## src/rtl/ahim_tx_sequencer.sv

```systemverilog
// Shares one PIO transmit unit between two ping-pong result banks.
// Grants banks round-robin, sequences TX clear/enable and releases each bank when it is done.
module ahim_tx_sequencer #(
  parameter int unsigned PIO_DATA_WIDTH = 32,
  parameter int unsigned UINT8_WIDTH    = 8,
  parameter int unsigned CNT_WIDTH      = 16
) (
  input  logic                      clk_in,
  input  logic                      rst_n,
  input  logic                      sys_enable,
  input  logic                      abort,
  input  logic                      err_clr,
  input  logic [1:0]                bank_ready,
  input  logic [UINT8_WIDTH-1:0]    bank_headcount0,
  input  logic [UINT8_WIDTH-1:0]    bank_headcount1,
  input  logic [PIO_DATA_WIDTH-1:0] bank_q0,
  input  logic [PIO_DATA_WIDTH-1:0] bank_q1,
  output logic [1:0]                bank_pop,
  output logic [1:0]                bank_release,
  input  logic                      tx_pop,
  input  logic                      tx_done,
  input  logic                      tx_wd_trigger,
  output logic                      tx_en,
  output logic                      tx_clear,
  output logic [UINT8_WIDTH-1:0]    tx_headcount,
  output logic [PIO_DATA_WIDTH-1:0] tx_q,
  output logic                      busy,
  output logic                      active_bank,
  output logic                      err_wd,
  output logic [7:0]                wd_err_count,
  output logic [CNT_WIDTH-1:0]      sent_count
);

  typedef enum logic [2:0] {
    StIdle,
    StGrant,
    StArm,
    StRun,
    StError,
    StRelease
  } state_e;

  state_e                 state_q, state_d;
  logic                   active_bank_q, active_bank_d;
  logic                   last_served_q, last_served_d;
  logic [UINT8_WIDTH-1:0] hc_q, hc_d;
  logic                   err_wd_q, err_wd_d;
  logic [7:0]             wd_cnt_q, wd_cnt_d;
  logic [CNT_WIDTH-1:0]   sent_q, sent_d;

  logic                   sel_bank;
  logic [UINT8_WIDTH-1:0] sel_hc;
  logic                   err_set;

  // On a tie the bank that was not served last wins.
  assign sel_bank = (bank_ready == 2'b11) ? ~last_served_q : bank_ready[1];
  assign sel_hc   = active_bank_q ? bank_headcount1 : bank_headcount0;

  always_comb begin
    state_d       = state_q;
    active_bank_d = active_bank_q;
    last_served_d = last_served_q;
    hc_d          = hc_q;
    wd_cnt_d      = wd_cnt_q;
    sent_d        = sent_q;
    err_set       = 1'b0;
    tx_en         = 1'b0;
    tx_clear      = 1'b0;
    bank_pop      = 2'b00;
    bank_release  = 2'b00;

    unique case (state_q)
      StIdle: begin
        if (sys_enable && !abort && (|bank_ready)) begin
          state_d       = StGrant;
          active_bank_d = sel_bank;
          last_served_d = sel_bank;
        end
      end
      StGrant: begin
        hc_d = sel_hc;
        // An empty frame skips the TX unit entirely.
        if (sel_hc == '0) begin
          state_d = StRelease;
        end else begin
          tx_clear = 1'b1;
          state_d  = StArm;
        end
      end
      StArm: begin
        tx_en   = 1'b1;
        state_d = StRun;
      end
      StRun: begin
        tx_en                   = 1'b1;
        bank_pop[active_bank_q] = tx_pop;
        if (tx_done) begin
          sent_d  = sent_q + CNT_WIDTH'(1);
          state_d = StRelease;
        end else if (tx_wd_trigger) begin
          err_set = 1'b1;
          if (wd_cnt_q != 8'hff) begin
            wd_cnt_d = wd_cnt_q + 8'd1;
          end
          state_d = StError;
        end else if (abort) begin
          state_d = StError;
        end
      end
      StError: begin
        tx_clear = 1'b1;
        state_d  = StRelease;
      end
      StRelease: begin
        bank_release[active_bank_q] = 1'b1;
        state_d                     = StIdle;
      end
      default: begin
        state_d = StIdle;
      end
    endcase

    // A new watchdog event takes priority over a concurrent clear.
    if (err_set) begin
      err_wd_d = 1'b1;
    end else if (err_clr) begin
      err_wd_d = 1'b0;
    end else begin
      err_wd_d = err_wd_q;
    end
  end

  always_ff @(posedge clk_in or negedge rst_n) begin
    if (!rst_n) begin
      state_q       <= StIdle;
      active_bank_q <= 1'b0;
      last_served_q <= 1'b1;
      hc_q          <= '0;
      err_wd_q      <= 1'b0;
      wd_cnt_q      <= 8'd0;
      sent_q        <= '0;
    end else begin
      state_q       <= state_d;
      active_bank_q <= active_bank_d;
      last_served_q <= last_served_d;
      hc_q          <= hc_d;
      err_wd_q      <= err_wd_d;
      wd_cnt_q      <= wd_cnt_d;
      sent_q        <= sent_d;
    end
  end

  assign busy         = (state_q != StIdle);
  assign active_bank  = active_bank_q;
  assign tx_headcount = hc_q;
  assign tx_q         = active_bank_q ? bank_q1 : bank_q0;
  assign err_wd       = err_wd_q;
  assign wd_err_count = wd_cnt_q;
  assign sent_count   = sent_q;

endmodule

```

## config.mk

```make
export PLATFORM = sky130hd
export DESIGN_NAME = ahim_tx_sequencer
export DESIGN_NICKNAME = d
export VERILOG_FILES = /design/src/rtl/ahim_tx_sequencer.sv
export SDC_FILE = /design/constraint.sdc
export NUM_CORES = 1
export LEC_CHECK = 0
export ABC_AREA = 1
export BUFFER_PORTS_ARGS = -buffer_cell sky130_fd_sc_hd__clkbuf_2
export CAP_MARGIN = 20
export CORE_MARGIN = 2
export CORE_UTILIZATION = 46
export CTS_BUF_LIST = sky130_fd_sc_hd__clkbuf_8
export CTS_CLUSTER_SIZE = 20
export DETAILED_ROUTE_END_ITERATION = 12
export PLACE_DENSITY = 0.88
export SLEW_MARGIN = 0
export SYNTH_ARGS = -nofsm -noshare
export SYNTH_HDL_FRONTEND = slang
export SYNTH_SLANG_ARGS = --single-unit
```

## constraint.sdc

```tcl
create_clock -name clk_in -period 2.2 [get_ports clk_in]
set_input_delay 0 -clock clk_in [delete_from_list [all_inputs] [get_ports clk_in]]
set_output_delay 0 -clock clk_in [all_outputs]
set_load 0.005 [all_outputs]
```

==> results of run 1 <==
power groups by stage:
stage,Combinational (mW),Sequential [mW],Clock [mW]
after floorplan,0.979,1.07,0
after global placement,1.63,1.12,0
after detailed placement,1.67,1.13,0
after CTS,1.68,1.12,0.497
after global routing,1.88,1.16,0.521
final,1.66,1.12,0.479
placed cells by master, fill, tap and decap left out, types with 3 or more instances in the layout:
cell,netlist,final
sky130_fd_sc_hd__nor2_4,3,3
sky130_fd_sc_hd__nand2_1,171,171
sky130_fd_sc_hd__nor2_1,21,21
sky130_fd_sc_hd__nor3_1,6,6
sky130_fd_sc_hd__o21ai_1,10,10
sky130_fd_sc_hd__dlygate4sd3_1,0,3
sky130_fd_sc_hd__o21ai_0,4,4
sky130_fd_sc_hd__xnor2_1,9,9
sky130_fd_sc_hd__inv_1,28,30
sky130_fd_sc_hd__inv_2,4,4
sky130_fd_sc_hd__nor2_2,3,3
sky130_fd_sc_hd__dfrtp_1,37,37
sky130_fd_sc_hd__nand3_1,13,13
sky130_fd_sc_hd__clkbuf_8,0,6
sky130_fd_sc_hd__clkbuf_2,0,162
sky130_fd_sc_hd__xor2_1,10,10
sky130_fd_sc_hd__nand3b_1,3,3
critical path, stage by stage (launching register included):
cell and delay (ns):
sky130_fd_sc_hd__dfrtp_1 0.71, sky130_fd_sc_hd__inv_2 0.16, sky130_fd_sc_hd__buf_4 0.27, sky130_fd_sc_hd__nor3_1 0.21, sky130_fd_sc_hd__clkbuf_2 0.14
synthesized netlist by cell type (all sizes together):
cell type / instances
xnor2: 9
a21oi: 1
nand3b: 3
nand3: 16
nor2: 27
clkbuf: 6
dfstp: 1
o22ai: 1
inv: 32
buf: 4
dfrtp: 37
clkinv: 1
nor4: 1
nand2: 173
nor3: 7
nand4: 2
o21ai: 14
ha: 2
xor2: 10
path summary, 6_finish.rpt:
path | depth (start not counted) | start | to | slack, ns
setup / recovery | 4 | active_bank | bank_pop[1] | 0.42
hold / removal | 4 | bank_ready[0] | last_served_q | 0.03
min in group asynchronous | 2 | rst_n | tx_headcount[0] | 0.39
max in group asynchronous | 2 | rst_n | sent_count[2] | 1.21
hold reg to reg | 2 | last_served_q | last_served_q | 0.49
setup reg to reg | 6 | active_bank | state_q[1] | 0.69
metrics by stage:
step                      instances  setup WS [ns]  total power, mW  instance area (um^2)   util
after detailed placement        571          0.689             2.80                  3250  0.644
after floorplan                 347          0.863             2.05                  2380      -
final                           582          0.421             3.26                  3370  0.668
after global routing            582          0.169             3.56                  3370  0.668
after CTS                       582          0.407             3.30                  3370  0.668
after global placement          571          0.714             2.75                  3250  0.644
flip-flops by register name, summed over array words and instances, names as in the netlist:
| signal | flops |
|---|---|
| wd_err_count | 8 |
| sent_count | 16 |
| last_served_q | 1 |
| err_wd | 1 |
| active_bank | 1 |
| tx_headcount | 8 |
| state_q | 3 |
per-layer routing:
layer  routed length [um]  GRT usage  up-vias
li1                     -          -     1386
met1                 2730      0.288     1188
met2                 3670      0.458       99
met3                  411     0.0488       14
met4                  202     0.0945        0
met5                    0          0        -
layout make-up:
class | instances | area, um^2 | share of cell area
Inverter | 33 | 125 | 0.0372
Timing Repair Buffer | 167 | 856 | 0.254
Tap cell | 70 | 87.6 | 0.0260
Sequential cell | 38 | 952 | 0.283
Clock buffer | 6 | 82.6 | 0.0245
Multi-Input combinational cell | 266 | 1260 | 0.373
Clock inverter | 2 | 7.51 | 0.00223
logic make-up (layout without fill, tap and decap cells):
logic type,count (synthesis),after routing,share of synthesized area
simple gates,229,229,0.413
buf+inv,43,208,0.0715
flops,38,38,0.400
xor+xnor,19,19,0.0700
compound gates,16,16,0.0342
fa+ha+maj,2,2,0.0105
timing repair:
action,in CTS,in global routing
hold buffers,3,0
hold endpoints to repair,39,0
buffers inserted,0,0
==> impl_table.tex, run 1 <==
\begin{tabular}{lr}
\hline
Metric & Value \\
\hline
\multicolumn{2}{l}{\textbf{Status}} \\
Status & completed \\
\multicolumn{2}{l}{\textbf{Drt}} \\
DRC & 0 \\
Total wire length after detailed routing & 7020 um \\
Violation count after the first detailed-routing iteration & 85 \\
Antenna violation net count after detailed routing & 0 \\
Routed via count & 2687 \\
Detail-routed via count per cell & 4.62 \\
DR WL/cell & 12.1 um \\
Pre-antenna DRT Iters & 4 \\
\multicolumn{2}{l}{\textbf{Clock network}} \\
Clk\_lat worst skew & 0.29 ns \\
Max clock buf depth & 2 \\
TritonCTS sink count & 38 \\
Clock-pin slew of the registers on the worst-case setup and hold paths & 0.07 ns \\
Number of buffers created by CTS & 5 \\
Buffer type at the clock tree root & sky130\_fd\_sc\_hd\_\_clkbuf\_8 \\
Quantity of gates resized following cts & 0 \\
Level count of the clock H-tree & 2 \\
Clock tree from TritonCTS & built \\
\multicolumn{2}{l}{\textbf{Die}} \\
Total Die Area & 5760 um\^{}2 \\
Width of the die & 75.9 um \\
Floorplan row count & 26 \\
Die extent in y & 75.9 um \\
Boundary pin count & 163 \\
Core ar. & 5040 um\^{}2 \\
Starting Density & 0.472 \\
\multicolumn{2}{l}{\textbf{Layout}} \\
Area growth from synthesis to final layout & 41.6\% \\
Inserted Diodes & 0 \\
Fraction of layout instances using a drive strength above 1 & 0.369 \\
Final layout net count & 603 \\
Fill cell count & 449 \\
\multicolumn{2}{l}{\textbf{Power}} \\
Int Pwr & 1.84 mW \\
Worst IR drop on VDD & 0.000550 V \\
Switching portion of total power & 0.436 \\
Power dissipated by switching net loads & 1.42 mW \\
Power density over the cells & 968 nW/um\^{}2 \\
Clock network fraction of total power & 0.147 \\
Share of power burned in combinational logic & 0.509 \\
Part of the total power dissipated in sequential elements & 0.344 \\
Leak pwr & 2.06 nW \\
\multicolumn{2}{l}{\textbf{Placed design}} \\
RD Place Congestion & 0.875 \\
Half-perimeter wire length after placement & 5940 um \\
Buffers added on ports & 162 \\
\multicolumn{2}{l}{\textbf{Global route}} \\
Antenna violations before repair & 0 \\
Wire length of the first global-routing pass & 11700 um \\
GRT Total Usage & 0.250 \\
Residual overflow from global routing & 0 \\
Largest net degree at the start of global routing & 39 \\
Vias in the first global route & 2583 \\
\multicolumn{2}{l}{\textbf{Timing}} \\
Final hold slack & 0.0288 ns \\
Post-route fraction of the period consumed by the critical path & 0.808 \\
Count of final hold-check violations & 0 \\
Unrepaired setup endpoints after global routing & false \\
Total setup violations reported at the end of the flow & 0 \\
Final Critical Period & 1.78 ns \\
Worst Max-Slew Pin Slew & 0.947 ns \\
Fin Setup TNS & 0 ns \\
Max-slew violation count & 0 \\
Achievable clock frequency & 0.562 GHz \\
Relative max-transition margin & 0.369 \\
Final worst clock skew & 0.00999 ns \\
\multicolumn{2}{l}{\textbf{Synth}} \\
Total of warnings raised by yosys & 0 \\
Netlist area before placement & 2380 um\^{}2 \\
Post-synthesis cell type with the largest combined area & sky130\_fd\_sc\_hd\_\_dfrtp\_1 \\
Post-Syn Instances & 347 \\
Count of cell types in the netlist & 28 \\
Nets in the synthesized netlist & 439 \\
Top post-synthesis cells by area & sky130\_fd\_sc\_hd\_\_dfrtp\_1 39\%, sky130\_fd\_sc\_hd\_\_nand2\_1 27\%, sky130\_fd\_sc\_hd\_\_inv\_1 4.4\%, sky130\_fd\_sc\_hd\_\_xor2\_1 3.7\%, sky130\_fd\_sc\_hd\_\_nor2\_1 3.3\% \\
Seq cells post-synth & 38 \\
Sequential cell area fraction in the yosys report & 0.400 \\
Top-area cell type share of the netlist area & 0.389 \\
Post-synthesis average cell area & 6.85 um\^{}2 \\
\multicolumn{2}{l}{\textbf{Setup path}} \\
Kind of start point of the critical path & flip-flop \\
Maximum fanout along the worst path & 35 \\
Worst endpoint required time & 2.20 ns \\
Crit Path Category & flip-flop to output pin \\
Arrival time at the worst endpoint & 1.78 ns \\
Endpoint type of the worst setup path & output pin \\
\multicolumn{2}{l}{\textbf{Hold path}} \\
Hold WC Path Type & primary input to flip-flop \\
\multicolumn{2}{l}{\textbf{Job}} \\
Max-cap violations & 0 \\
\hline
\end{tabular}
Power figures use the tool's default switching activity.
==> run 2: changes to the inputs <==
Settings changed: ABC_AREA 1 to 0, CORE_UTILIZATION 46 to 38, PLACE_DENSITY 0.88 to 0.78.
Clock period 2.2 ns to 1.6 ns, I/O delays scaled along.
==> run 2 against run 1 <==
Net effect: the run now ends with setup timing left; design area is 7.1% higher; combinational power rose by 46%; first-iteration DRC count fell by 44%; global-route usage is 4.1 points lower; critical path depth is 1 higher; worst hold slack worse by 0.016 ns; via count fell by 8.3%; critical endpoint is now tx_clear; highest routed layer unchanged.
==> impl_table.tex, run 2 <==
\begin{tabular}{lr}
\hline
Metric & Value \\
\hline
\multicolumn{2}{l}{\textbf{Synth}} \\
Post-synthesis average cell area & 10.3 um\^{}2 (was 6.85 um\^{}2) \\
Total of warnings raised by yosys & 0 (unchanged) \\
Fraction of registers with async set or reset after synthesis & 1.00 (unchanged) \\
Main flop type after synthesis & sky130\_fd\_sc\_hd\_\_dfrtp\_1 (unchanged) \\
Commonest cells in the synthesized netlist & 37 x sky130\_fd\_sc\_hd\_\_dfrtp\_1, 35 x sky130\_fd\_sc\_hd\_\_mux2\_2, 26 x sky130\_fd\_sc\_hd\_\_nand2\_1 (was 171 x sky130\_fd\_sc\_hd\_\_nand2\_1, 37 x sky130\_fd\_sc\_hd\_\_dfrtp\_1, 28 x sky130\_fd\_sc\_hd\_\_inv\_1) \\
Count of flip-flops with a built-in enable after synthesis & 0 (unchanged) \\
Netlist area before placement & 2320 um\^{}2 (was 2380 um\^{}2) \\
Most used standard cell by instance count after synthesis & sky130\_fd\_sc\_hd\_\_dfrtp\_1 (was sky130\_fd\_sc\_hd\_\_nand2\_1) \\
Nets in the synthesized netlist & 317 (was 439) \\
Sequential cell area fraction in the yosys report & 0.411 (was 0.400) \\
Top-area cell type share of the netlist area & 0.399 (was 0.389) \\
Post-synthesis cell type with the largest combined area & sky130\_fd\_sc\_hd\_\_dfrtp\_1 (unchanged) \\
Top post-synthesis cells by area & sky130\_fd\_sc\_hd\_\_dfrtp\_1 40\%, sky130\_fd\_sc\_hd\_\_mux2\_2 17\%, sky130\_fd\_sc\_hd\_\_nand2\_1 4.2\%, sky130\_fd\_sc\_hd\_\_mux2i\_1 3.9\%, sky130\_fd\_sc\_hd\_\_xor2\_1 3.4\% (was sky130\_fd\_sc\_hd\_\_dfrtp\_1 39\%, sky130\_fd\_sc\_hd\_\_nand2\_1 27\%, sky130\_fd\_sc\_hd\_\_inv\_1 4.4\%, sky130\_fd\_sc\_hd\_\_xor2\_1 3.7\%, sky130\_fd\_sc\_hd\_\_nor2\_1 3.3\%) \\
Post-Syn Instances & 225 (was 347) \\
Count of cell types in the netlist & 43 (was 28) \\
Seq cells post-synth & 38 (unchanged) \\
\multicolumn{2}{l}{\textbf{Global route}} \\
Vias in the first global route & 2366 (was 2583) \\
Antenna violations before repair & 0 (unchanged) \\
Largest net degree at the start of global routing & 39 (unchanged) \\
Residual overflow from global routing & 0 (unchanged) \\
Wire length of the first global-routing pass & 10600 um (was 11700 um) \\
GRT Total Usage & 0.210 (was 0.250) \\
\multicolumn{2}{l}{\textbf{Clock network}} \\
Level count of the clock H-tree & 2 (unchanged) \\
TritonCTS sink count & 38 (unchanged) \\
Clock tree from TritonCTS & built (unchanged) \\
Number of buffers created by CTS & 5 (unchanged) \\
Clk\_lat worst skew & 0.29 ns (about the same) \\
Clock-pin slew of the registers on the worst-case setup and hold paths & 0.08 ns (was 0.07 ns) \\
Max clock buf depth & 2 (unchanged) \\
Buffer type at the clock tree root & sky130\_fd\_sc\_hd\_\_clkbuf\_8 (unchanged) \\
\multicolumn{2}{l}{\textbf{Drt}} \\
DR WL/cell & 15.5 um (was 12.1 um) \\
Met3 wire length & 489 um (was 411 um) \\
Antenna violation net count after detailed routing & 0 (unchanged) \\
Highest Signal Layer & met4 (unchanged) \\
DRT met1 WL & 2560 um (was 2730 um) \\
Metal2 WL & 4120 um (was 3670 um) \\
Pre-antenna DRT Iters & 4 (unchanged) \\
Detail-routed via count per cell & 5.05 (was 4.62) \\
Total wire length after detailed routing & 7550 um (was 7020 um) \\
DRC & 0 (unchanged) \\
Routed via count & 2464 (was 2687) \\
Violation count after the first detailed-routing iteration & 48 (was 85) \\
\multicolumn{2}{l}{\textbf{Die}} \\
Core ar. & 5920 um\^{}2 (was 5040 um\^{}2) \\
Total Die Area & 6740 um\^{}2 (was 5760 um\^{}2) \\
Die extent in y & 82.1 um (was 75.9 um) \\
Width of the die & 82.1 um (was 75.9 um) \\
Floorplan row count & 28 (was 26) \\
Boundary pin count & 163 (unchanged) \\
Starting Density & 0.392 (was 0.472) \\
\multicolumn{2}{l}{\textbf{Timing}} \\
Post-route fraction of the period consumed by the critical path & 1.07 \\
Achievable clock frequency & 0.586 GHz \\
Relative max-transition margin & 0.675 (was 0.369) \\
Post-route worst setup slack & -0.106 ns (was 0.421 ns) \\
Final worst clock skew & 0.00761 ns (was 0.00999 ns) \\
Max-slew violation count & 0 (unchanged) \\
Count of final hold-check violations & 0 (unchanged) \\
Final Critical Period & 1.71 ns \\
Unrepaired setup endpoints after global routing & true (was false) \\
Worst Max-Slew Pin Slew & 0.488 ns (was 0.947 ns) \\
Total setup violations reported at the end of the flow & 2 (was 0) \\
\multicolumn{2}{l}{\textbf{Layout}} \\
Fraction of layout instances using a drive strength above 1 & 0.610 (was 0.369) \\
Commonest non-fill, non-tap cells in the layout & 162 x sky130\_fd\_sc\_hd\_\_clkbuf\_2, 36 x sky130\_fd\_sc\_hd\_\_dfrtp\_1, 35 x sky130\_fd\_sc\_hd\_\_mux2\_2 (was 171 x sky130\_fd\_sc\_hd\_\_nand2\_1, 162 x sky130\_fd\_sc\_hd\_\_clkbuf\_2, 37 x sky130\_fd\_sc\_hd\_\_dfrtp\_1) \\
Final layout net count & 504 (was 603) \\
Final design instance area without fill & 3600 um\^{}2 (was 3370 um\^{}2) \\
Inserted Diodes & 0 (unchanged) \\
Most common library cell in the layout ignoring fill and taps & sky130\_fd\_sc\_hd\_\_clkbuf\_2 (was sky130\_fd\_sc\_hd\_\_nand2\_1) \\
Flip-flop count of the largest register after layout & 16 (unchanged) \\
Area growth from synthesis to final layout & 55.5\% (was 41.6\%) \\
Share of the core filled with cells & 0.609 (was 0.668) \\
\multicolumn{2}{l}{\textbf{Job}} \\
Max-cap violations & 0 (unchanged) \\
\multicolumn{2}{l}{\textbf{Status}} \\
Failing checks & setup timing \\
Status & finished with violations (was completed) \\
\multicolumn{2}{l}{\textbf{Setup path}} \\
Worst endpoint required time & 1.60 ns (was 2.20 ns) \\
Kind of start point of the critical path & flip-flop (unchanged) \\
Maximum fanout along the worst path & 3 (was 35) \\
Arrival time at the worst endpoint & 1.71 ns (was 1.78 ns) \\
Crit Path Category & flip-flop to output pin (unchanged) \\
Endpoint type of the worst setup path & output pin (unchanged) \\
Cells on worst reg2reg path & 4 (was 6) \\
\multicolumn{2}{l}{\textbf{Placed design}} \\
Buffers added on ports & 162 (unchanged) \\
Cell Area, Placed & 3300 um\^{}2 (was 3250 um\^{}2) \\
RD Place Congestion & 0.892 (was 0.875) \\
Half-perimeter wire length after placement & 5910 um (was 5940 um) \\
\multicolumn{2}{l}{\textbf{Hold path}} \\
Cell depth of the worst hold path & 4 (unchanged) \\
Hold WC Path Type & primary input to flip-flop (unchanged) \\
\multicolumn{2}{l}{\textbf{Power}} \\
Power density over the cells & 1250 nW/um\^{}2 (was 968 nW/um\^{}2) \\
Leak pwr & 1.96 nW (was 2.06 nW) \\
Worst IR drop on VDD & 0.000569 V (was 0.000550 V) \\
\hline
\end{tabular}
[run 2: path summary, 6_finish.rpt]
check	slack, ns	from	end
hold / removal	0.01	bank_ready[0]	last_served_q
setup reg to reg	0.02	state_q[2]	wd_err_count[1]
hold reg to reg	0.47	sent_count[15]	sent_count[15]
min in group asynchronous	0.30	rst_n	tx_headcount[7]
setup / recovery	-0.11	active_bank	tx_clear
max in group asynchronous	0.94	rst_n	active_bank
[run 2: metrics by stage]
step	setup TNS [ns]	hold slack, ns	power (mW)	worst slack [ns]	std cells
floorplan	-0.332	-0.296	2.68	-0.129	225
global placement	-0.0867	0.0830	3.60	-0.0357	469
detailed placement	-0.418	0.0863	3.67	-0.0844	469
CTS	-0.154	0.00637	4.44	-0.149	482
global route	-0.720	0.0321	4.81	-0.147	488
finish	-0.113	0.0132	4.52	-0.106	488
[run 2: cells by family (layout without fill, tap and decap cells)]
kind of cell    count (synthesis)  after routing  share of synthesized area
simple gates                   81             81                      0.194
mux                            46             46                      0.220
flops                          38             38                      0.411
compound gates                 24             24                     0.0648
xor+xnor                       17             17                     0.0642
buf+inv                        17            205                     0.0356
fa+ha+maj                       2              2                     0.0108
[run 2: layout make-up]
| class | instances | area [um^2] |
|---|---|---|
| Multi-Input combinational cell | 170 | 1380 |
| Inverter | 6 | 22.5 |
| Fill cell | 514 | 2320 |
| Sequential cell | 38 | 953 |
| Clock buffer | 6 | 82.6 |
| Tap cell | 75 | 93.8 |
| Clock inverter | 2 | 8.76 |
| Timing Repair Buffer | 191 | 1060 |
[run 2: worst max-delay path: stages (launching register included)]
cell                       delay, ns
sky130_fd_sc_hd__dfrtp_2        0.38
sky130_fd_sc_hd__or4b_4         0.46
sky130_fd_sc_hd__o22ai_2        0.14
sky130_fd_sc_hd__nand2_1        0.10
sky130_fd_sc_hd__a22o_1         0.22
sky130_fd_sc_hd__clkbuf_2       0.12
[run 2: metal layers]
metal,global-route usage,vias up
met2,0.393,115
met1,0.206,1147
li1,-,1179
met3,0.0489,23
met5,0,-
met4,0.132,0
[run 2: what timing repair did]
action	in CTS	in global routing
setup buffers	3	6
pin swaps	6	9
cloned	0	0
endpoints found under the setup margin	32	39
resized for setup	15	10
hold buffers	3	0
hold endpoints to repair	39	0
[run 2: where the power goes]
part / leakage [nW] / switching [mW] / internal [mW]
clock: 0.0524 / 0.333 / 0.342
sequential: 0.486 / 0.216 / 1.21
combinational: 1.42 / 1.10 / 1.32
